**src/rtl/lsu_pkg.sv**
```systemverilog
// Shared types and decode helpers for the load/store unit.
package lsu_pkg;

    typedef enum logic [2:0] {
        OP_LW  = 3'd0,
        OP_LH  = 3'd1,
        OP_LHU = 3'd2,
        OP_LB  = 3'd3,
        OP_LBU = 3'd4,
        OP_SW  = 3'd5,
        OP_SH  = 3'd6,
        OP_SB  = 3'd7
    } lsu_op_t;

    typedef enum logic [2:0] {
        S_IDLE,
        S_ACCESS,
        S_RD,
        S_WR,
        S_RESP
    } lsu_state_t;

    function automatic logic is_store(input lsu_op_t op);
        return (op == OP_SW) || (op == OP_SH) || (op == OP_SB);
    endfunction

    function automatic logic is_sub_word(input lsu_op_t op);
        return (op != OP_LW) && (op != OP_SW);
    endfunction

    function automatic logic is_word(input lsu_op_t op);
        return (op == OP_LW) || (op == OP_SW);
    endfunction

    function automatic logic is_half(input lsu_op_t op);
        return (op == OP_LH) || (op == OP_LHU) || (op == OP_SH);
    endfunction

    function automatic logic misaligned(input lsu_op_t op, input logic [1:0] lo);
        return (is_half(op) && lo[0]) || (is_word(op) && (lo != 2'b00));
    endfunction

endpackage

```
**src/rtl/lsu_if.sv**
```systemverilog
// CPU request/response and word-memory signals of the load/store unit.
interface lsu_if #(parameter int ADDR_W = 10);
    import lsu_pkg::*;

    logic              req_valid;
    logic              req_ready;
    lsu_op_t           req_op;
    logic [31:0]       req_addr;
    logic [31:0]       req_wdata;
    logic              resp_valid;
    logic [31:0]       resp_rdata;
    logic              resp_err;
    logic [ADDR_W-1:0] mem_addr;
    logic              mem_we;
    logic [31:0]       mem_wdata;
    logic [31:0]       mem_rdata;

    // slave is the LSU; master is the CPU plus memory environment around it
    modport slave (
        input  req_valid, req_op, req_addr, req_wdata, mem_rdata,
        output req_ready, resp_valid, resp_rdata, resp_err,
        output mem_addr, mem_we, mem_wdata
    );

    modport master (
        output req_valid, req_op, req_addr, req_wdata, mem_rdata,
        input  req_ready, resp_valid, resp_rdata, resp_err,
        input  mem_addr, mem_we, mem_wdata
    );

endinterface

```
**src/rtl/lsu_lane_mux.sv**
```systemverilog
// Little-endian lane extraction/extension for loads and lane merge for sub-word stores.
module lsu_lane_mux
    import lsu_pkg::*;
(
    input  lsu_op_t     op_i,
    input  logic [1:0]  lane_i,
    input  logic [31:0] word_i,
    input  logic [31:0] wdata_i,
    output logic [31:0] load_o,
    output logic [31:0] merge_o
);

    logic [7:0]  byte_v;
    logic [15:0] half_v;

    always_comb begin
        byte_v  = word_i[{lane_i, 3'b000} +: 8];
        half_v  = word_i[{lane_i[1], 4'b0000} +: 16];
        load_o  = word_i;
        merge_o = word_i;
        case (op_i)
            OP_LB:   load_o = {{24{byte_v[7]}}, byte_v};
            OP_LBU:  load_o = {24'd0, byte_v};
            OP_LH:   load_o = {{16{half_v[15]}}, half_v};
            OP_LHU:  load_o = {16'd0, half_v};
            OP_SB:   merge_o[{lane_i, 3'b000} +: 8] = wdata_i[7:0];
            OP_SH:   merge_o[{lane_i[1], 4'b0000} +: 16] = wdata_i[15:0];
            default: ;
        endcase
    end

endmodule

```
**src/rtl/load_store_unit.sv**
```systemverilog
// Byte-addressed CPU loads/stores onto a word memory; SH/SB via read-modify-write.
// Define MISALIGN_TRAP_EN to trap misaligned requests instead of force-aligning them.
module load_store_unit
    import lsu_pkg::*;
#(
    parameter int ADDR_W = 10
)
(
    input  logic clk,
    input  logic rst_n,
    lsu_if.slave bus
);

    localparam int AW = ADDR_W + 2;

    lsu_state_t  state_q, state_d;
    lsu_op_t     op_q, op_d;
    logic [AW-1:0] addr_q, addr_d, req_addr_al;
    logic [31:0] wdata_q, wdata_d;
    logic [31:0] word_q, word_d;
    logic [31:0] rdata_q, rdata_d;
    logic [31:0] load_data, merge_data;
    logic        unused_addr_hi;
`ifdef MISALIGN_TRAP_EN
    logic        err_q, err_d;
`endif

    assign unused_addr_hi = ^bus.req_addr[31:AW];

    lsu_lane_mux u_lane_mux (
        .op_i    (op_q),
        .lane_i  (addr_q[1:0]),
        .word_i  (bus.mem_rdata),
        .wdata_i (wdata_q),
        .load_o  (load_data),
        .merge_o (merge_data)
    );

    always_comb begin
        req_addr_al = bus.req_addr[AW-1:0];
        if (is_word(bus.req_op)) begin
            req_addr_al[1:0] = 2'b00;
        end else if (is_half(bus.req_op)) begin
            req_addr_al[0] = 1'b0;
        end
    end

    always_comb begin
        state_d = state_q;
        op_d    = op_q;
        addr_d  = addr_q;
        wdata_d = wdata_q;
        word_d  = word_q;
        rdata_d = rdata_q;
`ifdef MISALIGN_TRAP_EN
        err_d   = err_q;
`endif
        case (state_q)
            S_IDLE: begin
                if (bus.req_valid) begin
                    op_d    = bus.req_op;
                    addr_d  = req_addr_al;
                    wdata_d = bus.req_wdata;
                    rdata_d = 32'd0;
                    state_d = (is_store(bus.req_op) && is_sub_word(bus.req_op)) ? S_RD : S_ACCESS;
`ifdef MISALIGN_TRAP_EN
                    err_d   = misaligned(bus.req_op, bus.req_addr[1:0]);
                    if (err_d) begin
                        state_d = S_RESP;
                    end
`endif
                end
            end
            S_ACCESS: begin
                if (!is_store(op_q)) begin
                    rdata_d = load_data;
                end
                state_d = S_RESP;
            end
            S_RD: begin
                word_d  = merge_data;
                state_d = S_WR;
            end
            S_WR:    state_d = S_RESP;
            S_RESP:  state_d = S_IDLE;
            default: state_d = S_IDLE;
        endcase
    end

    always_ff @(posedge clk or negedge rst_n) begin
        if (!rst_n) begin
            state_q <= S_IDLE;
            op_q    <= OP_LW;
            addr_q  <= '0;
            wdata_q <= 32'd0;
            word_q  <= 32'd0;
            rdata_q <= 32'd0;
`ifdef MISALIGN_TRAP_EN
            err_q   <= 1'b0;
`endif
        end else begin
            state_q <= state_d;
            op_q    <= op_d;
            addr_q  <= addr_d;
            wdata_q <= wdata_d;
            word_q  <= word_d;
            rdata_q <= rdata_d;
`ifdef MISALIGN_TRAP_EN
            err_q   <= err_d;
`endif
        end
    end

    // Memory-side outputs decode straight from state so reset kills a write immediately
    always_comb begin
        bus.req_ready  = (state_q == S_IDLE);
        bus.resp_valid = (state_q == S_RESP);
        bus.resp_rdata = (state_q == S_RESP) ? rdata_q : 32'd0;
        bus.mem_addr   = '0;
        bus.mem_we     = 1'b0;
        bus.mem_wdata  = 32'd0;
        if (state_q == S_ACCESS || state_q == S_RD || state_q == S_WR) begin
            bus.mem_addr = addr_q[AW-1:2];
        end
        if (state_q == S_ACCESS && op_q == OP_SW) begin
            bus.mem_we    = 1'b1;
            bus.mem_wdata = wdata_q;
        end else if (state_q == S_WR) begin
            bus.mem_we    = 1'b1;
            bus.mem_wdata = word_q;
        end
    end

`ifdef MISALIGN_TRAP_EN
    assign bus.resp_err = (state_q == S_RESP) && err_q;
`else
    assign bus.resp_err = 1'b0;
`endif

endmodule
```
**src/flat_wrapper.sv**
```systemverilog
// flat-port wrapper written by rule: the top's interface ports become plain ports
module load_store_unit_flat import lsu_pkg::*;
#(
    parameter int ADDR_W = 10
)
  (clk, rst_n, bus_req_valid, bus_req_op, bus_req_addr, bus_req_wdata, bus_mem_rdata, bus_req_ready, bus_resp_valid, bus_resp_rdata, bus_resp_err, bus_mem_addr, bus_mem_we, bus_mem_wdata);
  lsu_if #(.ADDR_W(ADDR_W)) bus_i ();
  input  logic clk;
  input  logic rst_n;
  input wire logic [$bits(bus_i.req_valid)-1:0] bus_req_valid;
  input wire logic [$bits(bus_i.req_op)-1:0] bus_req_op;
  input wire logic [$bits(bus_i.req_addr)-1:0] bus_req_addr;
  input wire logic [$bits(bus_i.req_wdata)-1:0] bus_req_wdata;
  input wire logic [$bits(bus_i.mem_rdata)-1:0] bus_mem_rdata;
  output wire logic [$bits(bus_i.req_ready)-1:0] bus_req_ready;
  output wire logic [$bits(bus_i.resp_valid)-1:0] bus_resp_valid;
  output wire logic [$bits(bus_i.resp_rdata)-1:0] bus_resp_rdata;
  output wire logic [$bits(bus_i.resp_err)-1:0] bus_resp_err;
  output wire logic [$bits(bus_i.mem_addr)-1:0] bus_mem_addr;
  output wire logic [$bits(bus_i.mem_we)-1:0] bus_mem_we;
  output wire logic [$bits(bus_i.mem_wdata)-1:0] bus_mem_wdata;
  assign bus_i.req_valid = bus_req_valid;
  assign bus_i.req_op = bus_req_op;
  assign bus_i.req_addr = bus_req_addr;
  assign bus_i.req_wdata = bus_req_wdata;
  assign bus_i.mem_rdata = bus_mem_rdata;
  assign bus_req_ready = bus_i.req_ready;
  assign bus_resp_valid = bus_i.resp_valid;
  assign bus_resp_rdata = bus_i.resp_rdata;
  assign bus_resp_err = bus_i.resp_err;
  assign bus_mem_addr = bus_i.mem_addr;
  assign bus_mem_we = bus_i.mem_we;
  assign bus_mem_wdata = bus_i.mem_wdata;
  load_store_unit #(.ADDR_W(ADDR_W)) u_core (.clk(clk), .rst_n(rst_n), .bus(bus_i));
endmodule
```
**config.mk**
```make
export PLATFORM = sky130hd
export DESIGN_NAME = load_store_unit_flat
export DESIGN_NICKNAME = d
export VERILOG_FILES = /design/src/rtl/lsu_pkg.sv /design/src/rtl/lsu_if.sv /design/src/rtl/lsu_lane_mux.sv /design/src/rtl/load_store_unit.sv /design/src/flat_wrapper.sv
export SDC_FILE = /design/constraint.sdc
export NUM_CORES = 1
export LEC_CHECK = 0
export CAP_MARGIN = 20
export CORE_MARGIN = 4
export CORE_UTILIZATION = 45
export CTS_BUF_LIST = sky130_fd_sc_hd__clkbuf_4 sky130_fd_sc_hd__clkbuf_8
export DETAILED_ROUTE_END_ITERATION = 8
export GPL_TIMING_DRIVEN = 0
export PLACE_DENSITY = 0.8
export SLEW_MARGIN = 5
export SYNTH_ARGS = -nofsm -noshare
export SYNTH_HDL_FRONTEND = slang
export SYNTH_SLANG_ARGS = --single-unit
```
**constraint.sdc**
```tcl
create_clock -name clk -period 2.15 [get_ports clk]
set_input_delay 0.43 -clock clk [delete_from_list [all_inputs] [get_ports clk]]
set_output_delay 0.43 -clock clk [all_outputs]
set_load 0.01 [all_outputs]
```
After elaboration in Yosys (flattened, before gate mapping)
Cells that the tools add are included.

storage, ports and cells
  register bits = 114
  bits of input ports = 102
  output and inout port bits = 78

operators by class
  add/sub/neg operators = 2
  equal/unequal tests = 19
  shifts and indexed selects = 6
  multiplexer cells = 19
  reduce and logical (&&, ||, !) cells = 19

operators with widths
  operator                 number
  $mux 32                  5
  $pmux 32 s2              2
  $pmux 32 s4              1
  $bwmux 32                2
  $shift 16x7->32 const A  1
  $shift 8x7->32 const A   1
  $shiftx 16x7->32         1
  $shiftx 32x6->16         1
  $shiftx 32x6->8          1
  $shiftx 8x7->32          1
  $eq 3x3->1 const B       8
  $eq 3x2->1 const B       5
  $neg 5->7                2
  $mux 10                  1
  $eq 3x1->1 const B       3
  $logic_or 1x1->1         9
  $pmux 3 s3               1
  $logic_not 3->1          2
  $mux 1                   5
  $ne 2x2->1 const B       2
  $logic_and 1x1->1        3
  $mux 3                   1
  $ne 3x3->1 const B       1
  $reduce_and 3->1         1
  5 further kinds          5

Logic depth before layout (Yosys ltp)
  depth in word-level cells = 7
  mapped depth = 9

Hierarchy
A second synthesis with hierarchy kept.

second synthesis, totals
  cell total of the unflattened synthesis = 711
  area, all modules = 6580.1 µm²

by module, submodules not included
  module           times used  cells an instance  area an instance (µm²)  seq. area each (µm²)
  load_store_unit  1           524                5181.2                  2852.7
  lsu_lane_mux     1           187                1398.8                  0.0

Worst setup path before layout
No wires, ideal clock.

  path type = reg2reg
  from = register u_core.addr_q[1]
  to = register u_core.word_q[13]
  library setup time = 127 ps
  data arrival time = 2212 ps
  required time = 2023 ps
  slack = -190 ps
  cell stages (with the launch flop) = 10
  path buffers = 3
  period minus slack after synthesis = 2340 ps
  cell sequence = dfrtp_1 buf_2 inv_2 clkbuf_1 ha_1 and4b_1 clkbuf_1 a22o_1 a222oi_1 o21ai_1

between the ends
  cells in the longest elaborated chain, start to end = 4
  elaborated cells between the ends (all ways) = 9
  classes of those cells = add/sub (2); shift (4); mux (3)

ends and longest elaborated chain
  item                                      line                                    RTL
  start, declared                           load_store_unit.sv:18                   logic [AW-1:0] addr_q, addr_d, req_addr_al;
  start signal, assigned                    load_store_unit.sv:104                  addr_q <= addr_d;
  $neg 5->7 (on tied branches)              lsu_lane_mux.sv:27, lsu_lane_mux.sv:26
  $shiftx 16x7->32 (tied with other cells)  lsu_lane_mux.sv:27                      OP_SH: merge_o[{lane_i[1], 4'b0000} +: 16] = wdata_i[15:0];
  $bwmux 32 (on tied branches)              lsu_lane_mux.sv:27, lsu_lane_mux.sv:26
  $pmux 32 s2 (*)                           lsu_lane_mux.sv:21                      case (op_i)
  end signal, assigned                      load_store_unit.sv:106                  word_q <= word_d;
  end, declared                             load_store_unit.sv:20                   logic [31:0] word_q, word_d;

Mark *: on every way between the ends. The rest lies on a longest branch, timed or not.
A chain may end at the register's enable or synchronous reset.

Worst setup path in the final report
  from = register u_core.state_q[0]
  to = output port bus_mem_wdata[13]

between the ends
  cells in the longest elaborated chain, start to end = 3
  elaborated cells between the ends (all ways) = 5
  classes of those cells = eq/ne (2); mux (2); reduce/logical (1)

ends and longest elaborated chain
  item                                          line                                            RTL
  start, declared                               load_store_unit.sv:16                           lsu_state_t state_q, state_d;
  start signal, assigned                        load_store_unit.sv:102                          state_q <= state_d;
  $eq 3x2->1 or $eq 3x1->1 (tied branches)      load_store_unit.sv:128, load_store_unit.sv:125
  $mux 32 or $logic_and 1x1->1 (tied branches)  load_store_unit.sv:128, load_store_unit.sv:125
  $mux 32 (*)                                   load_store_unit.sv:125                          if (state_q == S_ACCESS && op_q == OP_SW) begin
  end, declared                                 flat_wrapper.sv:21                              output wire logic [$bits(bus_i.mem_wdata)-1:0] bus_mem_wdata;

Marks and branches as above.

==> impl_results.md <==
- Status: complete, but fails checks
- Failing checks: setup timing
- # diodes: 0
- Worst r2r src: u_core.addr_q[1]$_DFFE_PN0P_
- Initial antenna violation count: 0
- Setup_tns: -25240 ps
- Hold Slack: between 400 and 500 ps
- Setup Skew: about 19 ps
- Largest delay share family, worst path: buffers and inverters
- Sequential cell area fraction in the yosys report: 0.446
- WL per Instance: between 20 and 25 microns
- Crit-path max FO: 8
- CTS tree: done
- CP endpoint kind: output pin
- Die width: around 130 microns
- EDFF count, synth: 0
- TritonRoute pass-1 iters: 7
- Pwr Density: around 1300 nW/um^2
- RSZ-0062 raised after global routing: yes
- Number of remaining DRC errors: 0
- Commonest cells post-synth: nand2_1 (206), dfrtp_1 (114), a22o_1 (57)
- CTS clk-pin slew, worst paths: approximately 80 ps
- Area of the multi-input gates: ~3500 sq um
- Routability cong.: 0.976
- Number of synthesized register bits: approximately 110
- Final min period: roughly 2600 ps
- Post-Syn Area per Cell: approximately 9 sq um
- Final setup vio count: 76
- Die Ht: approximately 130 microns
- FF/Latch Area: around 2900 sq um
- Final critical-path share of the clock period: 1.19
- GRT overflow: 0
- Area leader, netlist: dfrtp_1
- Post-synth ARST share: 1.00
- Core ar.: approximately 14000 sq um
- Die footprint: 16200 sq um
- Via count: 6665
- Slew Limit Headroom: 0.572
- Port Buf Inserts: between 150 and 200
- Final WL: approximately 23 mm
- Area Growth Syn to Fin: 44.3%
- Worst Path Buf+Inv: 4
- Num rows: 43
- Worst reg2reg path depth: 9
- VDD IR max: roughly 0.55 mV
- Worst Path Arrival: 2130 ps
- Worst Setup Start Kind: flop
- Fmax: a little under 400 MHz
- DRT antenna net count: 0
- Initial Util: 0.461
- Final net count: roughly 1000
- LEAKAGE: between 0.004 and 0.005 uW
- First-pass GRT wire length: approximately 34 mm
- Filler instances: roughly 1200
- Synth cell types: 55
- DR vias/cell: between 5 and 6
- Vias in the first global route: between 6000 and 7000
- Final Hold Vio Count: 0
- Max-cap viol count: 0
- CP required: 1720 ps
- Largest net degree at the start of global routing: 74
- Cell with the most instances after synthesis: nand2_1
- Htree depth: 4
- CTS Buffer Depth: 2
- R2R Path End: u_core.word_q[26]$_DFFE_PN0P_
- Kind of critical path: reg2out
- Crit path launch: u_core.state_q[0]$_DFFE_PN0P_
- Max Slew Vio Count: 0
- Sink Count: between 100 and 150
- Gate Count Post-Synth: 724
- Worst Max-Slew Pin Slew: about 640 ps
- Gr usage total: 0.270
- Slowest cell on crit path: or3b_4
- Inserted Clock Buffers: 17
- Initial DRC count: 836
- Synth Net Count: 831
- I/O pin count: between 150 and 200
- Ranking of synthesized cells by area: dfrtp_1 (45%), nand2_1 (12%), a22o_1 (7.8%)
- Yosys top cell area share: 0.446
- Syn Std Cell Area: around 6400 sq um
- Layout cell share with drive strength beyond 1: 0.280
- R2R Setup Slk: about 50 ps
- Clk root buf: clkbuf_8
- Yosys warns: 0
- Clk Latency, worst-skew pair: ~460 ps
- Crit-path max cell delay: about 400 ps
- CP cell instances: buf_6, or3b_4, nor3_4, buf_12, clkbuf_16, a22o_1, buf_2
- Ys flop type: dfrtp_1
- Hold Path Class: in2async
- Final worst slack: -407 ps
- Detailed Place HPWL: 15.5 mm
[worst reg2reg max path: stages (launching register included)]
cell	delay, ps
dfrtp_2	390
buf_8	140
inv_6	60
clkbuf_16	170
ha_4	290
nor4bb_2	40
buf_4	170
a22o_1	180
a222oi_1	430
o21ai_1	100
[how the worst max path moves through the flow]
stage	slack (ps)	cells after the start	to
finish	-410	7	bus_mem_wdata[13]
detailed placement	-750	6	bus_mem_wdata[21]
floorplan	10	9	u_core.word_q[13]$_DFFE_PN0P_
CTS	-450	7	bus_mem_wdata[7]
global placement	-3730	1	u_core.word_q[2]$_DFFE_PN0P_
global route	-470	7	bus_mem_wdata[14]
[logic make-up (layout without fill, tap and decap cells)]
group                      Yosys count  count (layout)  share of synthesized area
DFF                                114             114                      0.446
muxes                               11              11                     0.0207
AOI/OAI and AO/OA                  191             191                      0.232
buffers and inverters               66             289                     0.0505
adders and majority gates            5               5                    0.00978
other                                1               1                   0.000586
xor gates and xnor gates             2               2                    0.00274
and+or+nand+nor                    334             335                      0.237
[final cells by class]
type                            count  share of cell area
Buffer                             52              0.0385
Timing Repair Buffer              199               0.203
Tap cell                          180              0.0244
Inverter                            6             0.00339
Clock inverter                     10              0.0141
Multi-Input combinational cell    545               0.374
Sequential cell                   114               0.310
Clock buffer                       22              0.0321
[state kept, by name, indices dropped and copies added, names as in the netlist]
signal,flops
u_core.addr_q,12
u_core.word_q,32
u_core.state_q,3
u_core.op_q,3
u_core.wdata_q,32
u_core.rdata_q,32
[metrics by stage]
stage	total power, uW	cells	setup WS [ps]	area (sq um)	utilization
4_1_cts	11700	1109	-452	8820	0.635
3_3_place_gp	8840	1062	-3730	8210	0.591
5_1_grt	13200	1128	-466	9230	0.665
3_5_place_dp	8990	1063	-750	8240	0.594
2_1_floorplan	7110	724	14.3	6400	-
6_report	12400	1128	-407	9230	0.665
[cell usage in the layout, fill, tap and decap left out, types with 11 or more instances in the layout]
master,Yosys,final
dfrtp_1,114,109
a22o_1,57,57
nor3_1,11,11
nand2_1,206,206
clkdlybuf4s50_1,0,80
a222oi_1,17,17
nand3_1,12,12
and3_4,0,26
clkbuf_8,0,22
o21ai_2,11,11
o21ai_1,35,35
buf_6,1,53
buf_4,6,21
and2_1,24,17
a21oi_1,14,14
nor2_1,30,27
buf_2,23,61
[power breakdown]
group / total (uW) / internal (uW) / switching, uW
clock: 2190 / 1270 / 922
sequential: 3970 / 3130 / 840
combinational: 6240 / 2850 / 3390
total: 12400 / 7250 / 5160
[per-layer routing]
metal / vias up / part of all wire / GRT usage
li1: 3026 / - / -
met1: 3173 / 0.39 / 0.355
met2: 389 / 0.48 / 0.427
met3: 77 / 0.10 / 0.0694
met4: 0 / 0.033 / 0.109
met5: - / 0 / 0
[timing repair]
action                                  4_1_cts  5_1_grt
hold buffers                                  1        0
endpoints found under the setup margin      109       92
endpoints found under the hold margin        41        0
resized for setup                           324      132
buffers inserted                             13       25
pin swaps                                    13       25
cloned                                        4        3
Power figures use the tool's default switching activity.
